**src/rtl/xtl_clk_monitor.sv**
```systemverilog
// xtl_clk_monitor
//   Crystal oscillator frequency monitor and clock-source sequencer. Counts
//   rising edges of the asynchronous crystal over fixed windows of CLK cycles.
//   It selects the crystal only after LOCK_WINDOWS consecutive in-range
//   windows, and drops back to the RC oscillator on the first bad window
//   while locked.
//
//   Build option: define XTL_MON_AUTO_RETRY_EN so that FAULT re-enters
//   ACQUIRE on its own after RETRY_WINDOWS windows. Without it, FAULT is
//   left only through CLR_FAIL.
//
// Ports
//   CLK         RC oscillator fabric clock
//   RESET       synchronous, active-high reset
//   ENABLE      monitor enable; low forces IDLE
//   XTLOSC_IN   crystal output, asynchronous to CLK
//   CLR_FAIL    single-cycle pulse that clears XTL_FAIL
//   SEL_XTL     1 = crystal, 0 = RC oscillator (glitch-free mux select)
//   XTL_GOOD    last completed window was in range
//   XTL_FAIL    sticky: a locked crystal went out of range
//   MEAS_VALID  one-cycle pulse when EDGE_COUNT updates
//   EDGE_COUNT  edge count of the last completed window
module xtl_clk_monitor #(
  parameter int unsigned WINDOW_CYCLES = 50000,
  parameter int unsigned CNT_MIN       = 9900,
  parameter int unsigned CNT_MAX       = 10100,
  parameter int unsigned LOCK_WINDOWS  = 4,
  parameter int unsigned RETRY_WINDOWS = 16
) (
  input  logic        CLK,
  input  logic        RESET,
  input  logic        ENABLE,
  input  logic        XTLOSC_IN,
  input  logic        CLR_FAIL,
  output logic        SEL_XTL,
  output logic        XTL_GOOD,
  output logic        XTL_FAIL,
  output logic        MEAS_VALID,
  output logic [15:0] EDGE_COUNT
);

  typedef enum logic [1:0] {
    ST_IDLE,
    ST_ACQUIRE,
    ST_LOCKED,
    ST_FAULT
  } state_t;

  localparam logic [15:0] WCNT_LAST = 16'(WINDOW_CYCLES - 1);
  localparam logic [15:0] CNT_MIN_C = 16'(CNT_MIN);
  localparam logic [15:0] CNT_MAX_C = 16'(CNT_MAX);
  localparam logic [3:0]  LOCK_C    = 4'(LOCK_WINDOWS);

  state_t      state_q, state_d;
  logic        sync1_q, sync1_d;
  logic        sync2_q, sync2_d;
  logic        hist_q, hist_d;
  logic [15:0] wcnt_q, wcnt_d;
  logic [15:0] ecnt_q, ecnt_d;
  logic [15:0] edge_count_q, edge_count_d;
  logic [3:0]  good_cnt_q, good_cnt_d;
  logic        sel_q, sel_d;
  logic        good_q, good_d;
  logic        fail_q, fail_d;
  logic        meas_q, meas_d;
`ifdef XTL_MON_AUTO_RETRY_EN
  localparam logic [7:0] RETRY_C = 8'(RETRY_WINDOWS);
  logic [7:0]  retry_q, retry_d;
`endif

  logic        xtl_edge;
  logic        term;
  logic        win_ok;
  logic [15:0] total;

  // Parameter legality, checked in simulation only.
  always_ff @(posedge CLK) begin
    assert (WINDOW_CYCLES >= 16 && WINDOW_CYCLES <= 65535 &&
            LOCK_WINDOWS >= 1 && LOCK_WINDOWS <= 15 &&
            RETRY_WINDOWS >= 1 && RETRY_WINDOWS <= 255 &&
            CNT_MIN <= CNT_MAX);
  end

  always_comb begin
    sync1_d = XTLOSC_IN;
    sync2_d = sync1_q;
    hist_d  = sync2_q;

    xtl_edge = sync2_q & ~hist_q;
    term     = (wcnt_q == WCNT_LAST);
    // Saturating accumulate; on the terminal cycle this is the window result.
    total    = (ecnt_q == 16'hFFFF) ? 16'hFFFF : ecnt_q + {15'd0, xtl_edge};
    win_ok   = (total >= CNT_MIN_C) && (total <= CNT_MAX_C);

    state_d      = state_q;
    wcnt_d       = wcnt_q;
    ecnt_d       = ecnt_q;
    edge_count_d = edge_count_q;
    good_cnt_d   = good_cnt_q;
    good_d       = good_q;
    fail_d       = fail_q;
    meas_d       = 1'b0;
`ifdef XTL_MON_AUTO_RETRY_EN
    retry_d      = retry_q;
`endif

    if (CLR_FAIL) begin
      fail_d = 1'b0;
    end

    if (!ENABLE) begin
      state_d    = ST_IDLE;
      wcnt_d     = '0;
      ecnt_d     = '0;
      good_cnt_d = '0;
`ifdef XTL_MON_AUTO_RETRY_EN
      retry_d    = '0;
`endif
    end else if (state_q == ST_IDLE) begin
      state_d    = ST_ACQUIRE;
      wcnt_d     = '0;
      ecnt_d     = '0;
      good_cnt_d = '0;
    end else begin
      if (term) begin
        wcnt_d       = '0;
        ecnt_d       = '0;
        meas_d       = 1'b1;
        edge_count_d = total;
        good_d       = win_ok;
      end else begin
        wcnt_d = wcnt_q + 16'd1;
        ecnt_d = total;
      end

      case (state_q)
        ST_ACQUIRE: begin
          if (term) begin
            if (!win_ok) begin
              good_cnt_d = '0;
            end else if (4'(good_cnt_q + 4'd1) == LOCK_C) begin
              good_cnt_d = '0;
              state_d    = ST_LOCKED;
            end else begin
              good_cnt_d = good_cnt_q + 4'd1;
            end
          end
        end
        ST_LOCKED: begin
          // Set overrides a same-cycle CLR_FAIL.
          if (term && !win_ok) begin
            fail_d  = 1'b1;
            state_d = ST_FAULT;
          end
        end
        ST_FAULT: begin
`ifdef XTL_MON_AUTO_RETRY_EN
          if (term) begin
            if (8'(retry_q + 8'd1) == RETRY_C) begin
              retry_d    = '0;
              good_cnt_d = '0;
              state_d    = ST_ACQUIRE;
            end else begin
              retry_d = retry_q + 8'd1;
            end
          end
`else
          if (CLR_FAIL) begin
            good_cnt_d = '0;
            state_d    = ST_ACQUIRE;
          end
`endif
        end
        default: state_d = ST_IDLE;
      endcase
    end

    // Registered select follows the next state so it moves with the FSM.
    sel_d = (state_d == ST_LOCKED);
  end

  always_ff @(posedge CLK) begin
    if (RESET) begin
      state_q      <= ST_IDLE;
      sync1_q      <= 1'b0;
      sync2_q      <= 1'b0;
      hist_q       <= 1'b0;
      wcnt_q       <= '0;
      ecnt_q       <= '0;
      edge_count_q <= '0;
      good_cnt_q   <= '0;
      sel_q        <= 1'b0;
      good_q       <= 1'b0;
      fail_q       <= 1'b0;
      meas_q       <= 1'b0;
`ifdef XTL_MON_AUTO_RETRY_EN
      retry_q      <= '0;
`endif
    end else begin
      state_q      <= state_d;
      sync1_q      <= sync1_d;
      sync2_q      <= sync2_d;
      hist_q       <= hist_d;
      wcnt_q       <= wcnt_d;
      ecnt_q       <= ecnt_d;
      edge_count_q <= edge_count_d;
      good_cnt_q   <= good_cnt_d;
      sel_q        <= sel_d;
      good_q       <= good_d;
      fail_q       <= fail_d;
      meas_q       <= meas_d;
`ifdef XTL_MON_AUTO_RETRY_EN
      retry_q      <= retry_d;
`endif
    end
  end

  assign SEL_XTL    = sel_q;
  assign XTL_GOOD   = good_q;
  assign XTL_FAIL   = fail_q;
  assign MEAS_VALID = meas_q;
  assign EDGE_COUNT = edge_count_q;

endmodule

```
**config.mk**
```make
export PLATFORM = sky130hd
export DESIGN_NAME = xtl_clk_monitor
export DESIGN_NICKNAME = d
export VERILOG_FILES = /design/src/rtl/xtl_clk_monitor.sv
export SDC_FILE = /design/constraint.sdc
export NUM_CORES = 1
export LEC_CHECK = 0
export CORE_MARGIN = 2
export CORE_UTILIZATION = 40
export DETAILED_ROUTE_END_ITERATION = 12
export PLACE_DENSITY = 0.72
export SLEW_MARGIN = 25
export SYNTH_ARGS = -nofsm -noshare
export SYNTH_HDL_FRONTEND = slang
export SYNTH_SLANG_ARGS = --single-unit
```
**constraint.sdc**
```tcl
create_clock -name CLK -period 2.66 [get_ports CLK]
set_input_delay 0.266 -clock CLK [delete_from_list [all_inputs] [get_ports CLK]]
set_output_delay 0.266 -clock CLK [all_outputs]
set_load 0.01 [all_outputs]
```
# --- Word-level counts from Yosys, hierarchy flattened ---
# Index checks and enable logic that the tools add are counted.
classes:
  muxes: 20
  order_cmp: 2
  bitwise_logic: 4
  addsub: 3
  n_eq_ne: 9
  reduce_logical: 9
ops:
  columns: ["op", "n"]
  rows:
  - ["$eq 16x16->1 const B", 2]
  - ["$add 16x1->16", 1]
  - ["$add 16x1->16 const B", 1]
  - ["$ge 16x14->1 const B", 1]
  - ["$le 16x14->1 const B", 1]
  - ["$mux 16", 1]
  - ["$mux 4", 4]
  - ["$mux 2", 7]
  - ["$pmux 4 s2", 1]
  - ["$eq 2x2->1 const B", 3]
  - ["$mux 1", 6]
  - ["$pmux 2 s3", 1]
  - ["$reduce_and 3->1", 2]
  - ["$add 4x1->4 const B", 1]
  - ["$eq 4x3->1 const B", 1]
  - ["$ne 2x2->1 const B", 2]
  - ["$reduce_or 4->1", 1]
  - ["$not 1->1", 3]
  - ["$reduce_or 3->1", 1]
  - ["$eq 2x1->1 const B", 1]
  - ["$logic_and 1x1->1", 2]
  - ["$logic_not 2->1", 1]
  - ["$reduce_bool 2->1", 1]
  - ["$and 1x1->1", 1]
  - ["$logic_not 1->1", 1]
word_totals:
  out_inout_bits: 20
  wordCells: 59
  inputBits: 5
  register_bits: 61

# --- Logic depth before layout (Yosys ltp) ---
# Gate-level depths: netlist of run 1.
logic_depth:
  ltp_word: 13
  depth_mapped: 12
  mapped_depth_nobuf: 11

# --- Worst setup path after synthesis of run 1 ---
# No wires, ideal clock.
synth_timing:
  path_kind: "reg2reg"
  startpoint: "register sync2_q, in the netlist hist_d"
  endpoint: "register state_q[0]"
  slack_ns: -0.043
  setup_ns: 0.116
  n_path_buf: 1
  required_ns: 2.544
  arrival_ns: 2.588
  synth_period_minus_slack_ns: 2.703
  path_stages_with_launch: 11
  path_cell_list: "dfxtp_1 > nor2b_1 > ha_1 > ha_1 > clkbuf_1 > or4b_2 > nand3_1 > a31oi_4 > nor4_4 > nand3_1 > and3b_1"
synth_via:
  elab_chain_len: 11
  elab_cells_between_ends: 14
  classes_between: "add/sub (1); order compare (2); mux (7); bitwise (1); reduce/logical (3)"
synth_lines:
  columns: ["item", "line", "text"]
  rows:
  - ["start: declaration", "56", "logic sync2_q, sync2_d;"]
  - ["start signal: assignment", "202", "sync2_q <= sync2_d;"]
  - ["$and 1x1->1 *", "89", "xtl_edge = sync2_q & ~hist_q;"]
  - ["$add 16x1->16 *", "92", "total = (ecnt_q == 16'hFFFF) ? 16'hFFFF : ecnt_q + {15'd0, xtl_edge};"]
  - ["$mux 16 *", "92", null]
  - ["$ge 16x14->1 or $le 16x14->1 (tied branches)", "93", "win_ok = (total >= CNT_MIN_C) && (total <= CNT_MAX_C);"]
  - ["$logic_and 1x1->1 *", "93", null]
  - ["$logic_not 1->1", "151", "if (term && !win_ok) begin"]
  - ["$logic_and 1x1->1", "151", null]
  - ["$mux 2", "151", null]
  - ["$pmux 2 s3 *", "136", "case (state_q)"]
  - ["$mux 2 *", "119", "end else if (state_q == ST_IDLE) begin"]
  - ["$mux 2 *", "111", "if (!ENABLE) begin"]
  - ["end signal: assignment", "200", "state_q <= state_d;"]
  - ["end: declaration", "54", "state_t state_q, state_d;"]
# Mark *: on every way between the ends. The rest lies on a longest branch, timed or not.
# A chain may end at the register's enable or synchronous reset.

# --- Final worst setup path of run 1 ---
layout_timing:
  startpoint: "register sync2_q, in the netlist hist_d"
  endpoint: "register fail_q, in the netlist XTL_FAIL"
layout_via:
  elab_chain_len: 11
  elab_cells_between_ends: 12
  classes_between: "add/sub (1); order compare (2); mux (5); bitwise (1); reduce/logical (3)"
layout_lines:
  columns: ["item", "line", "text"]
  rows:
  - ["$and 1x1->1 *", "89", null]
  - ["$add 16x1->16 *", "92", null]
  - ["$mux 16 *", "92", null]
  - ["$ge 16x14->1 or $le 16x14->1 (tied branches)", "93", null]
  - ["$logic_and 1x1->1 *", "93", null]
  - ["$logic_not 1->1 *", "151", null]
  - ["$logic_and 1x1->1 *", "151", null]
  - ["$mux 1 *", "151", null]
  - ["$mux 1 *", "136", null]
  - ["$mux 1 *", "119", null]
  - ["$mux 1 *", "111", null]
  - ["end signal: assignment", "210", "fail_q <= fail_d;"]
  - ["end: declaration", "64", "logic fail_q, fail_d;"]
# Marked as above.

==> metrics.cfg, run 1 <==
[final_layout]
area_growth_pct=28.8
final_nets=409
antennaDiodeCount=0
final_common_cell=nor2_1
fillCellCount=698
stdcell_count=503
seq_area_um2=1220
final_cell_mix=nor2_1, dfxtp_1, buf_4, nand2_1, clkdlybuf4s50_1
drive_gt1_frac=0.181
multi_input_area_um2=1720

[sta]
max_slew_margin=0.737
timing.fmax_mhz=381
skew_ps=10.4
rsz0062_at_grt=true
post-route-min-period_ps=2620
period_share=0.987
setup_viol=0
hold_violations=0
tightestPinTransition_ps=392
drv_slew=0

[global_routing]
grt-ovfl-total=0
grt_max_degree=30
grt_pass1_wl_um=11100
grt_pass1_vias=2404
grt_antenna_before_repair=0
grt_usage=0.180

[critical_path]
required_ps=2920
worstPathMaxFanout=7
critPathKind=flip-flop to flip-flop
start_kind=flip-flop
arrival_ps=2890
setup.worst_path.end_class=flip-flop

[die]
rows=31
ioPinCount=25
fp.coreArea_um2=7140
start_util=0.406
dieArea_um2=7940
fp.dieW_um=89.1
die_h_um=89.1

[pwr]
irDropWorstVdd_mv=0.353
pwr-share-comb=0.017
power.density_nw_per_um2=442
p_int_w=0.00129
finalPower_w=0.00165
clkPwrFrac=0.426
switching_share=0.219
power.leakage_nw=1.37
switching_power_w=0.000361
p_seq_frac=0.557

[synthesis]
syn_nets=358
ys_types=52
yosys_register_bits=61
synthSimpleGateAreaFrac=0.326
ys.warnings.count=0
synth.avg_cell_area_um2=8.33
synth_enable_flop_cells=0
synth_xor_area_frac=0.0665
yosys_most_used_dff=dfxtp_1
synth_fa_ha_area_frac=0.0216
yosysSeqAreaShare=0.421
synth_area_um2=2900
synth_mux_area_frac=0.00734
synth_top_family_by_area=simple AND/OR/NAND/NOR gates
synthCells=348
synthArstFlopShare=0
synth_compound_area_frac=0.128

[job]
maxCapViolCount=0

[drt]
first_iter_violations=104
dr.pass1.iters=4
drtAntennaViolNets=0
vias_per_cell=5.26
postRouteWirelength_um=6940
detailroute.via_count=2646
route.detailed.drc=0
wl_per_cell_um=13.8

[clock_tree]
cts_buffer_depth=2
htree_levels=3
cts_hold_buf=0
insertion_delay_ps=330
clock_sinks=61
cts_buffers=9
cts_root_buf=clkbuf_8
cts_tree=built
path_clk_slew_ps=70

[run_status]
status=completed

[placed_design]
place_congestion=0.854
dpl.hpwl_um=4900
io_buffers=24
placed_cells=481

[min_path]
hold_path.class=flip-flop to flip-flop

synthesized netlist by cell type, types with 5 or more instances:
cell | number | share of area
ha_1 | 5 | 0.022
xnor2_1 | 13 | 0.039
and3_1 | 12 | 0.026
dfxtp_1 | 61 | 0.42
nand2_1 | 29 | 0.038
clkbuf_1 | 12 | 0.016
nor2_1 | 74 | 0.096
xor2_1 | 9 | 0.027
nand3_1 | 22 | 0.038
nor2b_1 | 11 | 0.024
a21oi_1 | 14 | 0.024
nor3_1 | 6 | 0.010
a211oi_1 | 14 | 0.036
power by group through the flow:
| stage | logic, W | registers, W | clock network [W] |
|---|---|---|---|
| after floorplan | 0.0000146 | 0.000938 | 0 |
| after global placement | 0.0000266 | 0.000939 | 0 |
| after detailed placement | 0.0000269 | 0.000939 | 0 |
| after CTS | 0.0000271 | 0.000918 | 0.000722 |
| after global routing | 0.0000311 | 0.000918 | 0.000765 |
| final | 0.0000282 | 0.000919 | 0.000703 |
per-stage QoR:
| stage | cell area (µm²) | hold WS [ps] | TNS (ps) | utilization | setup WS, ps |
|---|---|---|---|---|---|
| 2_1_floorplan | 2910 | 338 | 0 | - | 7.98 |
| 3_3_place_gp | 3400 | 432 | 0 | 0.476 | 21.6 |
| 3_5_place_dp | 3400 | 443 | -62.1 | 0.476 | -29.9 |
| 4_1_cts | 3600 | 455 | 0 | 0.504 | 16.4 |
| 5_1_grt | 3730 | 475 | -329 | 0.523 | -149 |
| 6_report | 3730 | 451 | 0 | 0.523 | 35.8 |
state kept, by name, summed over array words and instances (netlist names):
register,flops
XTL_GOOD,1
good_cnt_q,4
wcnt_q,16
ecnt_q,16
hist_d,1
state_q,2
MEAS_VALID,1
EDGE_COUNT,16
SEL_XTL,1
sync1_q,1
hist_q,1
XTL_FAIL,1
cells by family (layout without fill, tap and decap cells):
| family | after synthesis | count (layout) |
|---|---|---|
| mux | 2 | 2 |
| fa+ha+maj | 5 | 5 |
| simple gates | 186 | 186 |
| compound gates | 52 | 52 |
| buf+inv | 20 | 76 |
| flops | 61 | 61 |
| xor+xnor | 22 | 22 |
repair_timing:
| action | in CTS | in global routing |
|---|---|---|
| gates cloned | 0 | 0 |
| endpoints found under the setup margin | 4 | 9 |
| pin swaps | 0 | 6 |
| buffers inserted | 0 | 6 |
| gates resized for setup | 5 | 20 |
per-layer routing:
layer	wire, µm	track usage	part of all wire	up-vias
met2	3240	0.271	0.47	60
met3	309	0.0526	0.045	8
li1	-	-	-	1322
met1	3320	0.250	0.48	1256
met5	0	0	0	-
met4	72	0.0556	0.010	0
path summary, 6_finish.rpt:
check | start | to | slack, ps | cells after the start
max | hist_d | XTL_FAIL | 40 | 12
min | wcnt_q[0] | wcnt_q[0] | 450 | 1
max reg2reg | hist_d | XTL_FAIL | 40 | 12
min reg2reg | wcnt_q[0] | wcnt_q[0] | 450 | 1
worst max-delay path, cell delays in order (launching register included):
cell and delay [ps]:
dfxtp_1 310, nor2b_4 130, ha_4 170, ha_4 180
buf_4 130, a21oi_2 210, a22oi_2 130, a222oi_1 390
o2111ai_1 190, nand2_1 140, nor4_4 70, or3b_1 360
a21oi_1 140
area by class of cell:
| cell class | count | area share |
|---|---|---|
| clock buffer | 12 | 0.0389 |
| clock inverter | 4 | 0.00637 |
| inverter | 4 | 0.00402 |
| multi-input combinational | 267 | 0.460 |
| sequential | 61 | 0.327 |
| tap | 99 | 0.0332 |
| timing repair buffer | 56 | 0.130 |
Note: power is estimated with default switching activity, not from simulation.
==> inputs of run 2 (changes only) <==
--- a/config.mk
+++ b/config.mk
@@ -5,11 +5,12 @@
 export SDC_FILE = /design/constraint.sdc
 export NUM_CORES = 1
 export LEC_CHECK = 0
+export CAP_MARGIN = 20
 export CORE_MARGIN = 2
 export CORE_UTILIZATION = 40
 export DETAILED_ROUTE_END_ITERATION = 12
 export PLACE_DENSITY = 0.72
-export SLEW_MARGIN = 25
+export SKIP_LAST_GASP = 1
 export SYNTH_ARGS = -nofsm -noshare
 export SYNTH_HDL_FRONTEND = slang
 export SYNTH_SLANG_ARGS = --single-unit
==> results of run 2 <==
Same layout as run 1: the final DEF is identical, and so are final timing and power.
==> inputs of run 3 (changes only) <==
==> constraint.sdc (replaced) <==
create_clock -name CLK -period 2.66 [get_ports CLK]
set_input_delay 0.798 -clock CLK [delete_from_list [all_inputs] [get_ports CLK]]
set_output_delay 0.798 -clock CLK [all_outputs]
set_load 0.01 [all_outputs]
==> run 3 against run 2 <==
Clock-buffer cell count stayed put; sequential share of layout area shrank 0.61 points; hold slack about the same; via count fell by 1.7%; clock skew fell by 4.1 ps; global-route usage about the same; clock power up 13%; critical endpoint unchanged; highest routed layer unchanged.
==> metrics.cfg, run 3 (synthesis gave the netlist of run 1 again) <==
[critical_path]
timing.reg2reg.setup_slack_ps=30  ; about the same
worstPathMaxFanout=6  ; -1
crit_cells=12  ; unchanged
worst-path-buf-inv=1  ; unchanged
timing.rr.start=hist_d
setup.worst_path.end_class=flip-flop
r2r-end=XTL_FAIL
cp-endpoint=XTL_FAIL
path_delay_family=simple AND/OR/NAND/NOR gates
critPathKind=flip-flop to flip-flop
start_kind=flip-flop
required_ps=2920  ; about the same
cpPeakStageDelay_ps=380  ; about the same
cp_common_cell=ha_4
arrival_ps=2890  ; about the same
worst-r2r-cell-count=12  ; unchanged
startpoint=hist_d
path_cells=nor2b_4 -> ha_4 -> ha_4 -> buf_4 -> nor4bb_1 -> a22oi_1 -> a222oi_1 -> o2111ai_1 -> nand2_1 -> nor4_4 -> or3b_1 -> a21oi_1
crit_slowest_cell=a222oi_1

[placed_design]
place_area_um2=3440  ; +1.3%
place_congestion=0.903  ; +5.7%
io_buffers=24  ; unchanged
dpl.hpwl_um=4840  ; -1.2%
dpl_worst_slack_ps=-20.2  ; +9.77 ps

[pwr]
finalPower_w=0.00174  ; +5.7%
power.density_nw_per_um2=458  ; +3.6%
irDropWorstVdd_mv=0.291  ; -18%
power.leakage_nw=1.39  ; +1.6%

[clock_tree]
cts_buffer_depth=2  ; unchanged
cts_root_buf=clkbuf_8
insertion_delay_ps=330  ; about the same
htree_levels=3  ; unchanged
cts_buffers=9  ; unchanged
clock_sinks=61  ; unchanged
path_clk_slew_ps=70  ; about the same
cts_tree=built

[drt]
postRouteWirelength_um=6950  ; +0.19%
first_iter_violations=106  ; +1.9%
dr.pass1.iters=5  ; +1
wl_per_cell_um=13.7  ; -0.41%
drtAntennaViolNets=0  ; unchanged
detailroute.via_count=2602  ; -1.7%
vias_per_cell=5.14  ; -2.2%
route.detailed.drc=0  ; unchanged

[final_layout]
fin_util=0.533  ; +0.0105
antennaDiodeCount=0  ; unchanged
fillCellCount=684  ; -2.0%
area_growth_pct=31.3
final_nets=412  ; +0.73%
final_design_area_no_fill_um2=3810  ; +2.0%
drive_gt1_frac=0.192  ; +0.0110
final_common_cell=nor2_1
final_cell_mix=nor2_1, dfxtp_1, buf_4, nand2_1, clkdlybuf4s50_1

[global_routing]
grt_usage=0.180  ; +0.000383
grt_pass1_vias=2472  ; +2.8%
grt_pass1_wl_um=11200  ; +1.2%
grt-ovfl-total=0  ; unchanged
grt_max_degree=30  ; unchanged
grt_antenna_before_repair=0  ; unchanged

[sta]
rsz0062_at_grt=true
skew_ps=6.28  ; -4.13 ps
hold_violations=0  ; unchanged
tightestPinTransition_ps=414  ; +22.0 ps
setup_viol=0  ; unchanged
post-route-min-period_ps=2630  ; +8.97 ps
finalSetupTns_ps=0  ; unchanged
max_slew_margin=0.724  ; -0.0132
setup_ws_ps=26.8  ; -8.97 ps
timing.fmax_mhz=380  ; -0.34%
drv_slew=0  ; unchanged
period_share=0.990  ; +0.00337

[die]
ioPinCount=25  ; unchanged
fp.coreArea_um2=7140  ; unchanged
fp.dieW_um=89.1  ; unchanged
die_h_um=89.1  ; unchanged
dieArea_um2=7940  ; unchanged
rows=31  ; unchanged
start_util=0.406  ; unchanged

[min_path]
hold_depth=1  ; unchanged
hold_path.class=flip-flop to flip-flop

[run_status]
status=completed

[job]
maxCapViolCount=0  ; unchanged

run 3: where the power goes:
group | leakage [nW] | switching [W] | total, W | internal [W]
logic | 0.802 | 0.0000158 | 0.0000288 | 0.0000130
registers | 0.492 | 0.00000226 | 0.000919 | 0.000917
clock network | 0.0964 | 0.000341 | 0.000797 | 0.000456
run 3: routing by layer:
layer / track usage / part of all wire / up-vias
met5: 0 / 0 / -
met4: 0.0692 / 0.011 / 0
met3: 0.0489 / 0.040 / 10
met2: 0.289 / 0.49 / 59
met1: 0.232 / 0.46 / 1206
li1: - / - / 1327
run 3: repair_timing:
item,CTS,global route
setup endpoints to repair,2,9
hold endpoints to repair,0,0
hold buffers,0,0
resized for setup,5,24
pin swaps,7,17
cloned,0,0
buffers inserted,3,3
run 3: area by class of cell:
cell class	instances	area (µm²)	share of cell area
clock buffer	12	145	0.0381
clock inverter	4	47.5	0.0125
inverter	4	15.0	0.00394
multi-input combinational	267	1730	0.453
sequential	61	1220	0.321
tap	99	124	0.0325
timing repair buffer	59	527	0.138
run 3: how the worst min path moves through the flow:
| stage | startpoint | endpoint | slack [ps] |
|---|---|---|---|
| final | wcnt_q[0] | wcnt_q[0] | 450 |
| after global routing | sync1_q | hist_d | 470 |
| after CTS | wcnt_q[0] | wcnt_q[0] | 450 |
| after detailed placement | wcnt_q[0] | wcnt_q[0] | 440 |
| after global placement | wcnt_q[0] | wcnt_q[0] | 430 |
| after floorplan | wcnt_q[0] | wcnt_q[0] | 410 |
run 3: per-stage QoR:
| stage | hold WS [ps] | std cells |
|---|---|---|
| 4_1_cts | 453 | 504 |
| 3_3_place_gp | 430 | 485 |
| 5_1_grt | 470 | 506 |
| 3_5_place_dp | 436 | 485 |
| 6_report | 451 | 506 |
| 2_1_floorplan | 413 | 348 |
run 3: worst register-to-register path, stage by stage (launching register included):
cell and delay, ps:
dfxtp_2 320, nor2b_4 120, ha_4 170, ha_4 180
buf_4 140, nor4bb_1 250, a22oi_1 110, a222oi_1 380
o2111ai_1 190, nand2_1 140, nor4_4 80, or3b_1 360
a21oi_1 130
